**config.mk**
```make
export PLATFORM = sky130hd
export DESIGN_NAME = convolutional_encoder
export DESIGN_NICKNAME = d
export VERILOG_FILES = /design/src/rtl/convolutional_encoder.sv
export SDC_FILE = /design/constraint.sdc
export NUM_CORES = 1
export LEC_CHECK = 0
export BUFFER_PORTS_ARGS = -buffer_cell sky130_fd_sc_hd__buf_4
export CAP_MARGIN = 25
export CORE_UTILIZATION = 53
export CTS_CLUSTER_DIAMETER = 120
export DETAILED_ROUTE_END_ITERATION = 16
export PLACE_DENSITY = 0.75
export REMOVE_ABC_BUFFERS = 1
export SYNTH_ARGS = -nofsm -noshare
export SYNTH_HDL_FRONTEND = slang
export SYNTH_SLANG_ARGS = --single-unit
export TNS_END_PERCENT = 10
```
**constraint.sdc**
```tcl
create_clock -name i_clock -period 2.22 [get_ports i_clock]
set_input_delay 0.111 -clock i_clock [delete_from_list [all_inputs] [get_ports i_clock]]
set_output_delay 0.111 -clock i_clock [all_outputs]
set_load 0.02 [all_outputs]
```
**src/rtl/convolutional_encoder.sv**
```systemverilog
// K=7 (133,171 octal) convolutional encoder, rates 1/2, 2/3, 3/4.
// Define TAIL_INSERT_EN to flush six zero tail bits after In_Last.
module convolutional_encoder (
  input  logic       i_clock,
  input  logic       i_reset,
  input  logic       i_input,
  input  logic       i_in_valid,
  input  logic       i_in_last,
  output logic       o_in_ready,
  input  logic [1:0] i_rate,
  output logic       o_output,
  output logic       o_out_valid,
  input  logic       i_out_ready,
  output logic       o_out_last
);

  typedef enum logic [1:0] {
    S_IDLE,
    S_LOAD,
    S_EMIT,
    S_TAIL
  } state_t;

  state_t     r_state;
  state_t     w_next;

  logic [6:1] r_sr;
  logic [1:0] r_phase;
  logic [1:0] r_rate;
  logic [1:0] r_pair;
  logic       r_n;
  logic       r_idx;
  logic       r_last_seen;
`ifdef TAIL_INSERT_EN
  logic [2:0] r_tail_cnt;
`endif

  logic       w_accept;
  logic       w_enc;
  logic       w_bit;
  logic [1:0] w_rate;
  logic [1:0] w_phase;
  logic [1:0] w_phase_nxt;
  logic       w_a;
  logic       w_b;
  logic       w_keep_a;
  logic       w_keep_b;
  logic       w_grp_end;
  logic       w_tail_done;
  logic       w_frame_done;
  logic       w_out_hs;

  assign w_accept = o_in_ready & i_in_valid;
  assign w_enc    = w_accept | (r_state == S_TAIL);
  assign w_bit    = (r_state == S_TAIL) ? 1'b0 : i_input;
  assign w_rate   = (r_state == S_IDLE) ? i_rate : r_rate;
  assign w_phase  = (r_state == S_IDLE) ? 2'd0 : r_phase;

  assign w_a = w_bit ^ r_sr[2] ^ r_sr[3] ^ r_sr[5] ^ r_sr[6];
  assign w_b = w_bit ^ r_sr[1] ^ r_sr[2] ^ r_sr[3] ^ r_sr[6];

`ifdef TAIL_INSERT_EN
  assign w_tail_done = (r_tail_cnt == 3'd6);
`else
  assign w_tail_done = 1'b1;
`endif

  assign w_grp_end    = (r_idx == r_n);
  assign w_frame_done = r_last_seen & w_tail_done;
  assign w_out_hs     = (r_state == S_EMIT) & i_out_ready;

  // Puncture pattern and next phase for the bit being encoded
  always_comb begin
    w_keep_a    = 1'b1;
    w_keep_b    = 1'b1;
    w_phase_nxt = 2'd0;
    unique case (w_rate)
      2'b01: begin
        w_keep_b    = (w_phase == 2'd0);
        w_phase_nxt = (w_phase == 2'd1) ? 2'd0 : 2'd1;
      end
      2'b10: begin
        w_keep_a    = (w_phase != 2'd2);
        w_keep_b    = (w_phase != 2'd1);
        w_phase_nxt = (w_phase == 2'd2) ? 2'd0 : w_phase + 2'd1;
      end
      default: begin
        w_keep_a    = 1'b1;
        w_keep_b    = 1'b1;
        w_phase_nxt = 2'd0;
      end
    endcase
  end

  // State register
  always_ff @(posedge i_clock) begin
    if (i_reset) r_state <= S_IDLE;
    else         r_state <= w_next;
  end

  // Next-state logic
  always_comb begin
    w_next = r_state;
    unique case (r_state)
      S_IDLE, S_LOAD: begin
        if (w_accept) w_next = S_EMIT;
      end
      S_EMIT: begin
        if (i_out_ready && w_grp_end) begin
          if (!r_last_seen)      w_next = S_LOAD;
          else if (!w_tail_done) w_next = S_TAIL;
          else                   w_next = S_IDLE;
        end
      end
      S_TAIL: w_next = S_EMIT;
      default: w_next = S_IDLE;
    endcase
  end

  // Encoder datapath: shift register, phase, retained coded bits
  always_ff @(posedge i_clock) begin
    if (i_reset) begin
      r_sr        <= '0;
      r_phase     <= '0;
      r_rate      <= '0;
      r_pair      <= '0;
      r_n         <= 1'b0;
      r_idx       <= 1'b0;
      r_last_seen <= 1'b0;
`ifdef TAIL_INSERT_EN
      r_tail_cnt  <= '0;
`endif
    end else if (w_enc) begin
      r_sr    <= {r_sr[5:1], w_bit};
      r_phase <= w_phase_nxt;
      r_pair  <= w_keep_a ? {w_b, w_a} : {1'b0, w_b};
      r_n     <= w_keep_a & w_keep_b;
      r_idx   <= 1'b0;
      if (r_state == S_IDLE) r_rate <= i_rate;
      if (w_accept) r_last_seen <= i_in_last;
`ifdef TAIL_INSERT_EN
      if (r_state == S_TAIL) r_tail_cnt <= r_tail_cnt + 3'd1;
      else                   r_tail_cnt <= '0;
`endif
    end else if (w_out_hs) begin
      if (!w_grp_end) begin
        r_idx <= 1'b1;
      end else if (w_frame_done) begin
        r_sr        <= '0;
        r_phase     <= '0;
        r_last_seen <= 1'b0;
`ifdef TAIL_INSERT_EN
        r_tail_cnt  <= '0;
`endif
      end
    end
  end

  // Output decode
  always_comb begin
    o_in_ready  = ((r_state == S_IDLE) || (r_state == S_LOAD)) && !i_reset;
    o_out_valid = (r_state == S_EMIT);
    o_output    = (r_state == S_EMIT) && r_pair[r_idx];
    o_out_last  = (r_state == S_EMIT) && w_grp_end && w_frame_done;
  end

endmodule

```
==> impl_metrics.csv, run 1 <==
group,metric,value,unit
clock_tree,cts_buffers,3,
cells_and_area,final_cells,123,
logic_synthesis,synthesis.yosys.warnings,0,
sta,setup_repair_after_global_routing_missed_its_margin,"false",
detailed_routing,vias,675,
clock_tree,cts.hold.buffers_added,0,
cells_and_area,commonest_non_fill_non_tap_cells_in_the_layout,"sky130_fd_sc_hd__nor2_1 (17), sky130_fd_sc_hd__dfxtp_1 (17), sky130_fd_sc_hd__buf_4 (13)",
critical_path,worst_path_max_delay_cell,"sky130_fd_sc_hd__dfxtp_1",
sta,hold_violations,0,
floorplanning,die_height,41.7,um
sta,timing.final.max_slew_violations,0,
sta,slew_headroom,74.5,%
floorplanning,row_count,13,
grt,maximum_number_of_pins_on_one_net_before_global_route_repair,21,
power_and_ir_drop,internal_power,442,uW
power_and_ir_drop,cellLeakagePower,0.384,nW
placed_design,hpwl,1.19,mm
sta,post-route-min-period,2.05,ns
cells_and_area,drive_above_1_share,21.3,%
detailed_routing,viasPerCell,5.49,
logic_synthesis,post_synth.cell_area_avg,8.77,sq um
worst_hold_path,hold_path_class,"in2reg",
critical_path,critPathRequiredTime,2.43,ns
clock_tree,clkLatencyLatePin,0.30,ns
critical_path,worst-endpoint-arrival,2.26,ns
power_and_ir_drop,sw_frac_of_total,28.8,%
clock_tree,cts_tree,"built",
clock_tree,clock_buffer_depth,2,
worst_hold_path,hold_path_startpoint,"i_in_last",
placed_design,numPlacedInstances,119,
grt,grt_antenna_before_repair,0,
critical_path,r2r_setup_slack,0.17,ns
worst_hold_path,worstHoldEndpoint,"r_last_seen",
critical_path,worst-r2r-cell-count,7,
logic_synthesis,synth-seq-cells,17,
critical_path,launch_point_of_the_worst_reg_to_reg_path,"r_state[0]",
run,drv.max_cap_violation_count,0,
clock_tree,deepest_level_of_the_cts_h_tree,1,
sta,totalNegativeSetupSlack,0,ns
critical_path,critical_path.max_stage_delay,0.38,ns
sta,fin_worst_skew,0.00980,ns
placed_design,placement.io_buffers,11,
clock_tree,cts_root_buf,"sky130_fd_sc_hd__clkbuf_4",
critical_path,critical_path.top_delay_family,"multiplexers",
clock_tree,number_of_gates_resized_after_cts,0,
floorplanning,die_width,41.7,um
power_and_ir_drop,seqPwrFrac,53.3,%
sta,timing_worst_slew_pin_value,0.383,ns
worst_hold_path,hold-path-cell-count,3,
floorplanning,initial_utilization,60.3,%
detailed_routing,route.antenna.remaining_nets,0,
grt,globalRouteTotalUtil,20.0,%
floorplanning,floorplan.io_pins,12,
power_and_ir_drop,comb_power_share,19.6,%
detailed_routing,drc,0,
grt,global_route_total_overflow,0,
detailed_routing,route.detailed.wl_per_inst,12.6,um
critical_path,crit_path_end_kind,"register",
logic_synthesis,ys_types,31,
clock_tree,postCtsSetupBuffers,0,
detailed_routing,drtIter0Drc,11,
logic_synthesis,synthesis.instances,95,
sta,setup_viol_count_final,0,
detailed_routing,firstDrtPassIters,4,
grt,grt_pass1_vias,641,
critical_path,worst_path_class_setup,"reg2reg",
sta,period_share,92.3,%
floorplanning,core,1380,sq um
power_and_ir_drop,irDropWorstVdd,0.000399,V
power_and_ir_drop,power_switching,179,uW
detailed_routing,detail_route.wirelength,1.55,mm
placed_design,gp_routability_congestion,0.776,
grt,grt_pass1_wl,2.65,mm
cells_and_area,post-route-util,70.0,%
sta,achievable-frequency,488,MHz
critical_path,startpoint_class_of_the_critical_path,"register",
logic_synthesis,syn-cell-area,833,sq um
cells_and_area,area.growth.synth_to_final,16.2,%
critical_path,worstPathCellList,"nor2_2 -> mux2i_2 -> ha_1 -> nor3b_2 -> mux2i_1 -> xor2_1 -> a211oi_1",
run_status,run_status,"finished, final reports clean",
clock_tree,cts_sinks,17,
critical_path,crit_fanout,6,
power_and_ir_drop,powerDensity,641,nW/um^2
clock_tree,cts.reportedPaths.clkPinSlew,0.10,ns
critical_path,worstReg2RegEnd,"r_pair[0]",
power_and_ir_drop,power.share.clock,27.1,%
cells_and_area,antennaDiodeCount,0,
cells_and_area,final_nets,119,
floorplanning,floorplan.die_area,1730,sq um
logic_synthesis,ys_seq_area_share,40.8,%
critical_path,worst-path-buf-inv,0,
metal layers:
layer	vias up	global-route usage, %	routed length (um)
met2	11	34.4	758
met3	4	6.52	46
li1	364	-	-
met4	0	7.74	23
met5	-	0	0
met1	296	22.9	720
power groups by stage:
stage	sequential [mW]	clock, mW	combinational (mW)
2_1_floorplan	0.336	0	0.0780
3_3_place_gp	0.336	0	0.119
3_5_place_dp	0.337	0	0.119
4_1_cts	0.330	0.175	0.120
5_1_grt	0.333	0.189	0.134
6_report	0.331	0.169	0.122
per-stage QoR:
step	power (mW)	instance area, sq um	hold slack (ns)	setup slack [ns]
after global routing	0.656	968	0.0585	0.0193
after global placement	0.455	932	0.361	0.245
after floorplan	0.414	816	0.180	0.352
final	0.621	968	0.0523	0.172
after CTS	0.625	962	0.0396	0.0612
after detailed placement	0.456	932	0.370	0.102
cell families (layout without fill, tap and decap cells):
kind of cell | after synthesis | count (layout) | synth area share [%]
XOR/XNOR | 5 | 5 | 7.81
adder cells (fa/ha/maj) | 2 | 2 | 3.00
buffers and inverters | 7 | 20 | 3.45
multiplexers | 4 | 4 | 4.80
AND/OR/NAND/NOR | 36 | 36 | 20.6
AO/OA/AOI/OAI | 24 | 24 | 19.5
flip-flops | 17 | 17 | 40.8
sequential cells by signal, indices dropped and copies added, names as in the netlist:
name         flops
r_sr             6
r_pair           2
r_phase          2
r_rate           2
r_state          2
r_idx            1
r_last_seen      1
r_n              1
cell usage after synthesis:
cell,count,area (sq um)
sky130_fd_sc_hd__nor2_1,18,67.6
sky130_fd_sc_hd__dfxtp_1,17,340
sky130_fd_sc_hd__a21oi_1,7,35.0
sky130_fd_sc_hd__a22oi_1,6,45.0
sky130_fd_sc_hd__mux2i_1,4,40.0
sky130_fd_sc_hd__nand2_1,4,15.0
sky130_fd_sc_hd__a211oi_1,3,22.5
sky130_fd_sc_hd__inv_1,3,11.3
sky130_fd_sc_hd__nand3_1,3,15.0
sky130_fd_sc_hd__nor2b_1,3,18.8
sky130_fd_sc_hd__and3_1,2,12.5
sky130_fd_sc_hd__buf_2,2,10.0
sky130_fd_sc_hd__clkbuf_1,2,7.51
sky130_fd_sc_hd__ha_1,2,25.0
sky130_fd_sc_hd__nor3_1,2,10.0
sky130_fd_sc_hd__xor2_1,2,17.5
sky130_fd_sc_hd__a21boi_1,1,7.51
sky130_fd_sc_hd__a21oi_2,1,8.76
sky130_fd_sc_hd__a31oi_1,1,6.26
sky130_fd_sc_hd__a32oi_1,1,8.76
sky130_fd_sc_hd__nand2b_1,1,6.26
sky130_fd_sc_hd__nor3b_1,1,7.51
sky130_fd_sc_hd__nor3b_2,1,12.5
sky130_fd_sc_hd__nor4_1,1,6.26
sky130_fd_sc_hd__o211ai_1,1,7.51
sky130_fd_sc_hd__o21a_1,1,7.51
sky130_fd_sc_hd__o21ai_1,1,5.00
sky130_fd_sc_hd__o21ai_2,1,8.76
sky130_fd_sc_hd__xnor2_1,1,8.76
sky130_fd_sc_hd__xnor2_2,1,16.3
sky130_fd_sc_hd__xnor3_1,1,22.5
how the worst max path moves through the flow:
stage / depth (start not counted) / from / end / slack, ns
2_1_floorplan: 7 / r_state[1] / r_pair[0] / 0.35
3_3_place_gp: 7 / r_state[0] / r_pair[0] / 0.24
3_5_place_dp: 7 / r_state[0] / r_pair[0] / 0.10
4_1_cts: 7 / r_state[0] / r_pair[0] / 0.06
5_1_grt: 7 / r_state[0] / r_pair[0] / 0.02
6_report: 7 / r_state[0] / r_pair[0] / 0.17
worst min-delay path: stages:
cell	delay, ns
sky130_fd_sc_hd__buf_4	0.11
sky130_fd_sc_hd__nand2_1	0.05
sky130_fd_sc_hd__a21oi_1	0.05
area by class of cell:
cell class	instances	area (sq um)
inverter	3	11.3
tap	15	18.8
sequential	17	340
multi-input combinational	71	470
clock buffer	3	22.5
fill	112	414
timing repair buffer	13	97.6
clock inverter	1	7.51
No activity file was read; power rests on OpenSTA's default activity.
==> run 2, diff against run 1 <==
--- a/config.mk
+++ b/config.mk
@@ -6,11 +6,11 @@
 export NUM_CORES = 1
 export LEC_CHECK = 0
 export BUFFER_PORTS_ARGS = -buffer_cell sky130_fd_sc_hd__buf_4
-export CAP_MARGIN = 25
-export CORE_UTILIZATION = 53
+export CORE_UTILIZATION = 55
+export CTS_BUF_LIST = sky130_fd_sc_hd__clkbuf_4
 export CTS_CLUSTER_DIAMETER = 120
 export DETAILED_ROUTE_END_ITERATION = 16
-export PLACE_DENSITY = 0.75
+export PLACE_DENSITY = 0.77
 export REMOVE_ABC_BUFFERS = 1
 export SYNTH_ARGS = -nofsm -noshare
 export SYNTH_HDL_FRONTEND = slang
==> run 2 against run 1 <==
Die area decreased by 3.5%. Critical path depth unchanged. Routed wire length increased by 5.2%. First-iteration DRC count decreased by 9.1%.
==> impl_metrics.csv, run 2 (same netlist as run 1, synthesis figures left out) <==
group,metric,value,unit
power_and_ir_drop,irDropWorstVdd,0.000380,V
clock_tree,clkLatencyLatePin,0.29,ns
sta,finalWorstSetupSlack,0.173,ns
critical_path,r2r_setup_slack,0.17,ns
clock_tree,cts_sinks,17,
grt,grt_antenna_before_repair,0,
floorplanning,floorplan.die_area,1670,sq um
cells_and_area,n_fill_cell,112,
detailed_routing,drtIter0Drc,10,
sta,hold_violations,0,
detailed_routing,detail_route.wirelength,1.63,mm
detailed_routing,drc,0,
sta,slew_headroom,73.7,%
cells_and_area,commonest_non_fill_non_tap_cells_in_the_layout,"sky130_fd_sc_hd__nor2_1 (17), sky130_fd_sc_hd__dfxtp_1 (17), sky130_fd_sc_hd__buf_4 (13)",
power_and_ir_drop,powerDensity,655,nW/um^2
critical_path,critPathRequiredTime,2.44,ns
sta,timing.final.max_slew_violations,0,
run,drv.max_cap_violation_count,0,
clock_tree,cts_tree,"built",
clock_tree,deepest_level_of_the_cts_h_tree,1,
floorplanning,initial_utilization,61.7,%
floorplanning,die_width,40.9,um
critical_path,timing.critical_path.to,"r_pair[0]",
run_status,run_status,"finished, final reports clean",
floorplanning,die_height,40.9,um
cells_and_area,flip_flop_count_of_the_largest_register_all_copies_and_words_added,6,
grt,grt_pass1_vias,597,
critical_path,crit_path_end_kind,"register",
sta,fin_worst_skew,0.00859,ns
sta,period_share,92.2,%
critical_path,worstReg2RegEnd,"r_pair[0]",
detailed_routing,viasPerCell,5.55,
sta,post-route-min-period,2.05,ns
cells_and_area,antennaDiodeCount,0,
detailed_routing,firstDrtPassIters,4,
floorplanning,row_count,13,
critical_path,timing.critical_path.from,"r_state[0]",
sta,totalNegativeSetupSlack,0,ns
clock_tree,cts_buffers,3,
worst_hold_path,hold_path_class,"in2reg",
sta,setup_repair_after_global_routing_missed_its_margin,"false",
critical_path,crit_fanout,6,
power_and_ir_drop,finalPower,635,uW
critical_path,launch_point_of_the_worst_reg_to_reg_path,"r_state[0]",
sta,timing_worst_slew_pin_value,0.395,ns
clock_tree,cts.hold.buffers_added,0,
power_and_ir_drop,cellLeakagePower,0.389,nW
detailed_routing,route.antenna.remaining_nets,0,
cells_and_area,register_containing_the_most_flip_flops_in_the_final_layout,"r_sr",
detailed_routing,vias,683,
floorplanning,floorplan.io_pins,12,
sta,achievable-frequency,489,MHz
cells_and_area,area.growth.synth_to_final,16.2,%
grt,globalRouteTotalUtil,24.2,%
clock_tree,clock_buffer_depth,2,
placed_design,hpwl,1.23,mm
grt,maximum_number_of_pins_on_one_net_before_global_route_repair,21,
floorplanning,core,1350,sq um
grt,global_route_total_overflow,0,
cells_and_area,post-route-util,71.7,%
clock_tree,cts.reportedPaths.clkPinSlew,0.10,ns
clock_tree,postCtsSetupBuffers,0,
critical_path,worst_path_class_setup,"reg2reg",
cells_and_area,final_nets,119,
cells_and_area,drive_above_1_share,21.3,%
critical_path,startpoint_class_of_the_critical_path,"register",
sta,setup_viol_count_final,0,
clock_tree,cts_root_buf,"sky130_fd_sc_hd__clkbuf_4",
cells_and_area,multiInputGateArea,470,sq um
critical_path,worst-endpoint-arrival,2.26,ns
cells_and_area,area.sequential,340,sq um
critical_path,worst-r2r-cell-count,7,
placed_design,gp_routability_congestion,0.771,
detailed_routing,route.detailed.wl_per_inst,13.2,um
grt,grt_pass1_wl,2.54,mm
placed_design,placement.io_buffers,11,
placed_design,pre_cts_setup_slack,0.0852,ns
sta,finalHoldWorstSlack,0.0799,ns
run 2: through the flow:
| step | instances | instance area (sq um) |
|---|---|---|
| detailed placement | 119 | 932 |
| CTS | 123 | 962 |
| global route | 123 | 968 |
| floorplan | 91 | 816 |
| finish | 123 | 968 |
| global placement | 119 | 932 |
run 2: area by class of cell:
| cell class | count | share of cell area (%) |
|---|---|---|
| multi-input combinational | 71 | 48.6 |
| clock buffer | 4 | 3.10 |
| tap | 15 | 1.94 |
| timing repair buffer | 13 | 10.1 |
| sequential | 17 | 35.1 |
| inverter | 3 | 1.16 |
run 2: where the power goes:
group / total [mW] / switching, mW / internal [mW]
registers: 0.331 / 0.0117 / 0.319
clock network: 0.180 / 0.0978 / 0.0820
logic: 0.124 / 0.0694 / 0.0549
total: 0.635 / 0.179 / 0.456
run 2: metal layers:
layer	track usage [%]	part of all wire, %	wire length (um)	vias to the layer above
met1	27.9	46	753	308
met2	41.4	50	813	12
li1	-	-	-	361
met5	0	0	0	-
met3	4.89	2.8	45	2
met4	12.5	1.0	17	0
run 2: critical path, cell delays in order, from the launching register on:
cell	delay, ns
sky130_fd_sc_hd__dfxtp_1	0.38
sky130_fd_sc_hd__nor2_2	0.23
sky130_fd_sc_hd__mux2i_2	0.31
sky130_fd_sc_hd__ha_1	0.27
sky130_fd_sc_hd__nor3b_2	0.24
sky130_fd_sc_hd__mux2i_1	0.24
sky130_fd_sc_hd__xor2_1	0.08
sky130_fd_sc_hd__a211oi_1	0.21
run 2: how the worst min path moves through the flow:
stage	from	to	slack (ns)	depth (start not counted)
floorplan	i_reset	r_last_seen	0.18	1
CTS	i_in_last	r_last_seen	0.07	3
detailed placement	i_in_last	r_last_seen	0.39	3
finish	i_input	r_sr[1]	0.08	3
global placement	i_in_last	r_last_seen	0.36	3
global route	i_in_last	r_last_seen	0.09	3
run 2: what timing repair did:
| item | CTS | global route |
|---|---|---|
| resized for setup | 0 | 2 |
| endpoints found under the hold margin | 0 | 0 |
| endpoints found under the setup margin | 0 | 1 |
==> run 3, diff against run 2 <==
--- a/config.mk
+++ b/config.mk
@@ -10,6 +10,7 @@
 export CTS_BUF_LIST = sky130_fd_sc_hd__clkbuf_4
 export CTS_CLUSTER_DIAMETER = 120
 export DETAILED_ROUTE_END_ITERATION = 16
+export MAX_ROUTING_LAYER = met4
 export PLACE_DENSITY = 0.77
 export REMOVE_ABC_BUFFERS = 1
 export SYNTH_ARGS = -nofsm -noshare
==> run 3 against run 2 <==
Critical path depth did not move. Highest routed layer unchanged. First-iteration DRC count rose by 10%. Clock-buffer cell count did not move. Setup slack barely moved. Clock power barely moved. Clock skew fell by 0.00054 ns. Final cell count did not move. Hold slack barely moved. Sequential share of layout area did not move. Non-clock buffer count did not move. Routed wire length rose by 0.61%. Global-route usage rose by 0.68 points.
==> impl_metrics.csv, run 3 (same netlist as run 1, synthesis figures left out) <==
group,metric,value,unit
critical_path,worstPathCellList,"nor2_2 -> mux2i_2 -> ha_1 -> nor3b_2 -> mux2i_1 -> xor2_1 -> a211oi_1",
detailed_routing,wl_met3,38,um
detailed_routing,vias,681,
run,drv.max_cap_violation_count,0,
cells_and_area,design_area,968,sq um
clock_tree,deepest_level_of_the_cts_h_tree,1,
sta,setup_repair_after_global_routing_missed_its_margin,"false",
sta,totalNegativeSetupSlack,0,ns
floorplanning,initial_utilization,61.7,%
clock_tree,cts_buffers,3,
clock_tree,clock_buffer_depth,2,
clock_tree,cts_sinks,17,
floorplanning,floorplan.io_pins,12,
detailed_routing,firstDrtPassIters,4,
cells_and_area,drive_above_1_share,21.3,%
sta,period_share,92.2,%
critical_path,critical_path.top_delay_family,"multiplexers",
cells_and_area,area.sequential,340,sq um
detailed_routing,wl_met1,763,um
critical_path,critPathRequiredTime,2.44,ns
critical_path,crit_path_end_kind,"register",
power_and_ir_drop,cellLeakagePower,0.389,nW
critical_path,crit_fanout,6,
cells_and_area,register_containing_the_most_flip_flops_in_the_final_layout,"r_sr",
critical_path,worst-endpoint-arrival,2.26,ns
critical_path,worst_path_max_delay_cell,"sky130_fd_sc_hd__dfxtp_1",
clock_tree,clkLatencyLatePin,0.29,ns
sta,timing.final.max_slew_violations,0,
sta,fin_worst_skew,0.00806,ns
detailed_routing,detail_route.wirelength,1.64,mm
placed_design,detailed_place.area,932,sq um
detailed_routing,drtIter0Drc,11,
clock_tree,cts.reportedPaths.clkPinSlew,0.10,ns
clock_tree,cts_root_buf,"sky130_fd_sc_hd__clkbuf_4",
sta,setup_viol_count_final,0,
critical_path,worst_path_class_setup,"reg2reg",
grt,grt_pass1_vias,593,
floorplanning,floorplan.die_area,1670,sq um
floorplanning,die_height,40.9,um
detailed_routing,viasPerCell,5.54,
sta,post-route-min-period,2.05,ns
cells_and_area,flip_flop_count_of_the_largest_register_all_copies_and_words_added,6,
clock_tree,cts_tree,"built",
clock_tree,cts.hold.buffers_added,0,
placed_design,gp_routability_congestion,0.781,
critical_path,worst-path-buf-inv,0,
detailed_routing,drc,0,
power_and_ir_drop,powerDensity,655,nW/um^2
power_and_ir_drop,irDropWorstVdd,0.000380,V
cells_and_area,commonest_non_fill_non_tap_cells_in_the_layout,"sky130_fd_sc_hd__nor2_1 (17), sky130_fd_sc_hd__dfxtp_1 (17), sky130_fd_sc_hd__buf_4 (13)",
grt,globalRouteTotalUtil,24.9,%
critical_path,critical_path.max_stage_delay,0.38,ns
run_status,run_status,"finished, final reports clean",
detailed_routing,wl_met2,820,um
detailed_routing,top_signal_layer_used,"met4",
cells_and_area,n_fill_cell,112,
floorplanning,core,1350,sq um
placed_design,placement.io_buffers,11,
cells_and_area,multiInputGateArea,470,sq um
cells_and_area,antennaDiodeCount,0,
sta,achievable-frequency,489,MHz
sta,timing_worst_slew_pin_value,0.392,ns
clock_tree,postCtsSetupBuffers,0,
sta,slew_headroom,73.8,%
placed_design,hpwl,1.23,mm
detailed_routing,route.antenna.remaining_nets,0,
floorplanning,die_width,40.9,um
sta,hold_violations,0,
grt,maximum_number_of_pins_on_one_net_before_global_route_repair,21,
detailed_routing,route.detailed.wl_per_inst,13.3,um
critical_path,startpoint_class_of_the_critical_path,"register",
cells_and_area,area.growth.synth_to_final,16.2,%
grt,grt_pass1_wl,2.53,mm
grt,global_route_total_overflow,0,
cells_and_area,final_nets,119,
floorplanning,row_count,13,
grt,grt_antenna_before_repair,0,
worst_hold_path,hold_path_class,"in2reg",
clock_tree,number_of_gates_resized_after_cts,0,
==> run 3: cell counts in the layout (fill, tap and decap cells not counted) <==
No cell type changed its count.
==> run 3: per-stage QoR <==
step	setup WS [ns]	hold slack (ns)	util [%]	power, mW	instances
after global routing	0.0157	0.0885	71.7	0.668	123
after CTS	0.0704	0.0723	71.3	0.638	123
after global placement	0.234	0.361	69.0	0.454	119
final	0.173	0.0799	71.7	0.635	123
after detailed placement	0.0852	0.386	69.0	0.459	119
after floorplan	0.352	0.180	-	0.414	91
==> run 3: power breakdown <==
part | switching, mW | internal, mW | leakage (nW)
Sequential | 0.0118 | 0.319 | 0.138
Combinational | 0.0693 | 0.0548 | 0.232
Clock | 0.0978 | 0.0820 | 0.0184
Total | 0.179 | 0.456 | 0.389
==> run 3: area by class of cell <==
type / instances / area share (%)
tap: 15 / 1.94
inverter: 3 / 1.16
timing repair buffer: 13 / 10.1
sequential: 17 / 35.1
clock buffer: 4 / 3.10
multi-input combinational: 71 / 48.6
==> run 3: worst paths after layout <==
| path | slack (ns) | from | cells after the start | to |
|---|---|---|---|---|
| worst min-delay path | 0.08 | i_in_last | 3 | r_last_seen |
| worst max register to register | 0.17 | r_state[0] | 7 | r_pair[0] |
| worst max-delay path | 0.17 | r_state[0] | 7 | r_pair[0] |
| worst min register to register | 0.47 | r_pair[1] | 2 | r_pair[1] |
==> run 3: metal layers <==
layer	up-vias	GRT usage, %
met5	-	-
met4	0	12.5
met3	2	4.89
met2	8	41.0
met1	308	28.3
li1	363	-
==> run 3: worst register-to-register path: cells and delay by family, from the launching register on <==
kind / cells / cell delay, ns
xor gates and xnor gates: 1 / 0.09
and+or+nand+nor: 2 / 0.48
adders and majority gates: 1 / 0.26
AOI/OAI and AO/OA: 1 / 0.21
DFF: 1 / 0.38
muxes: 2 / 0.55
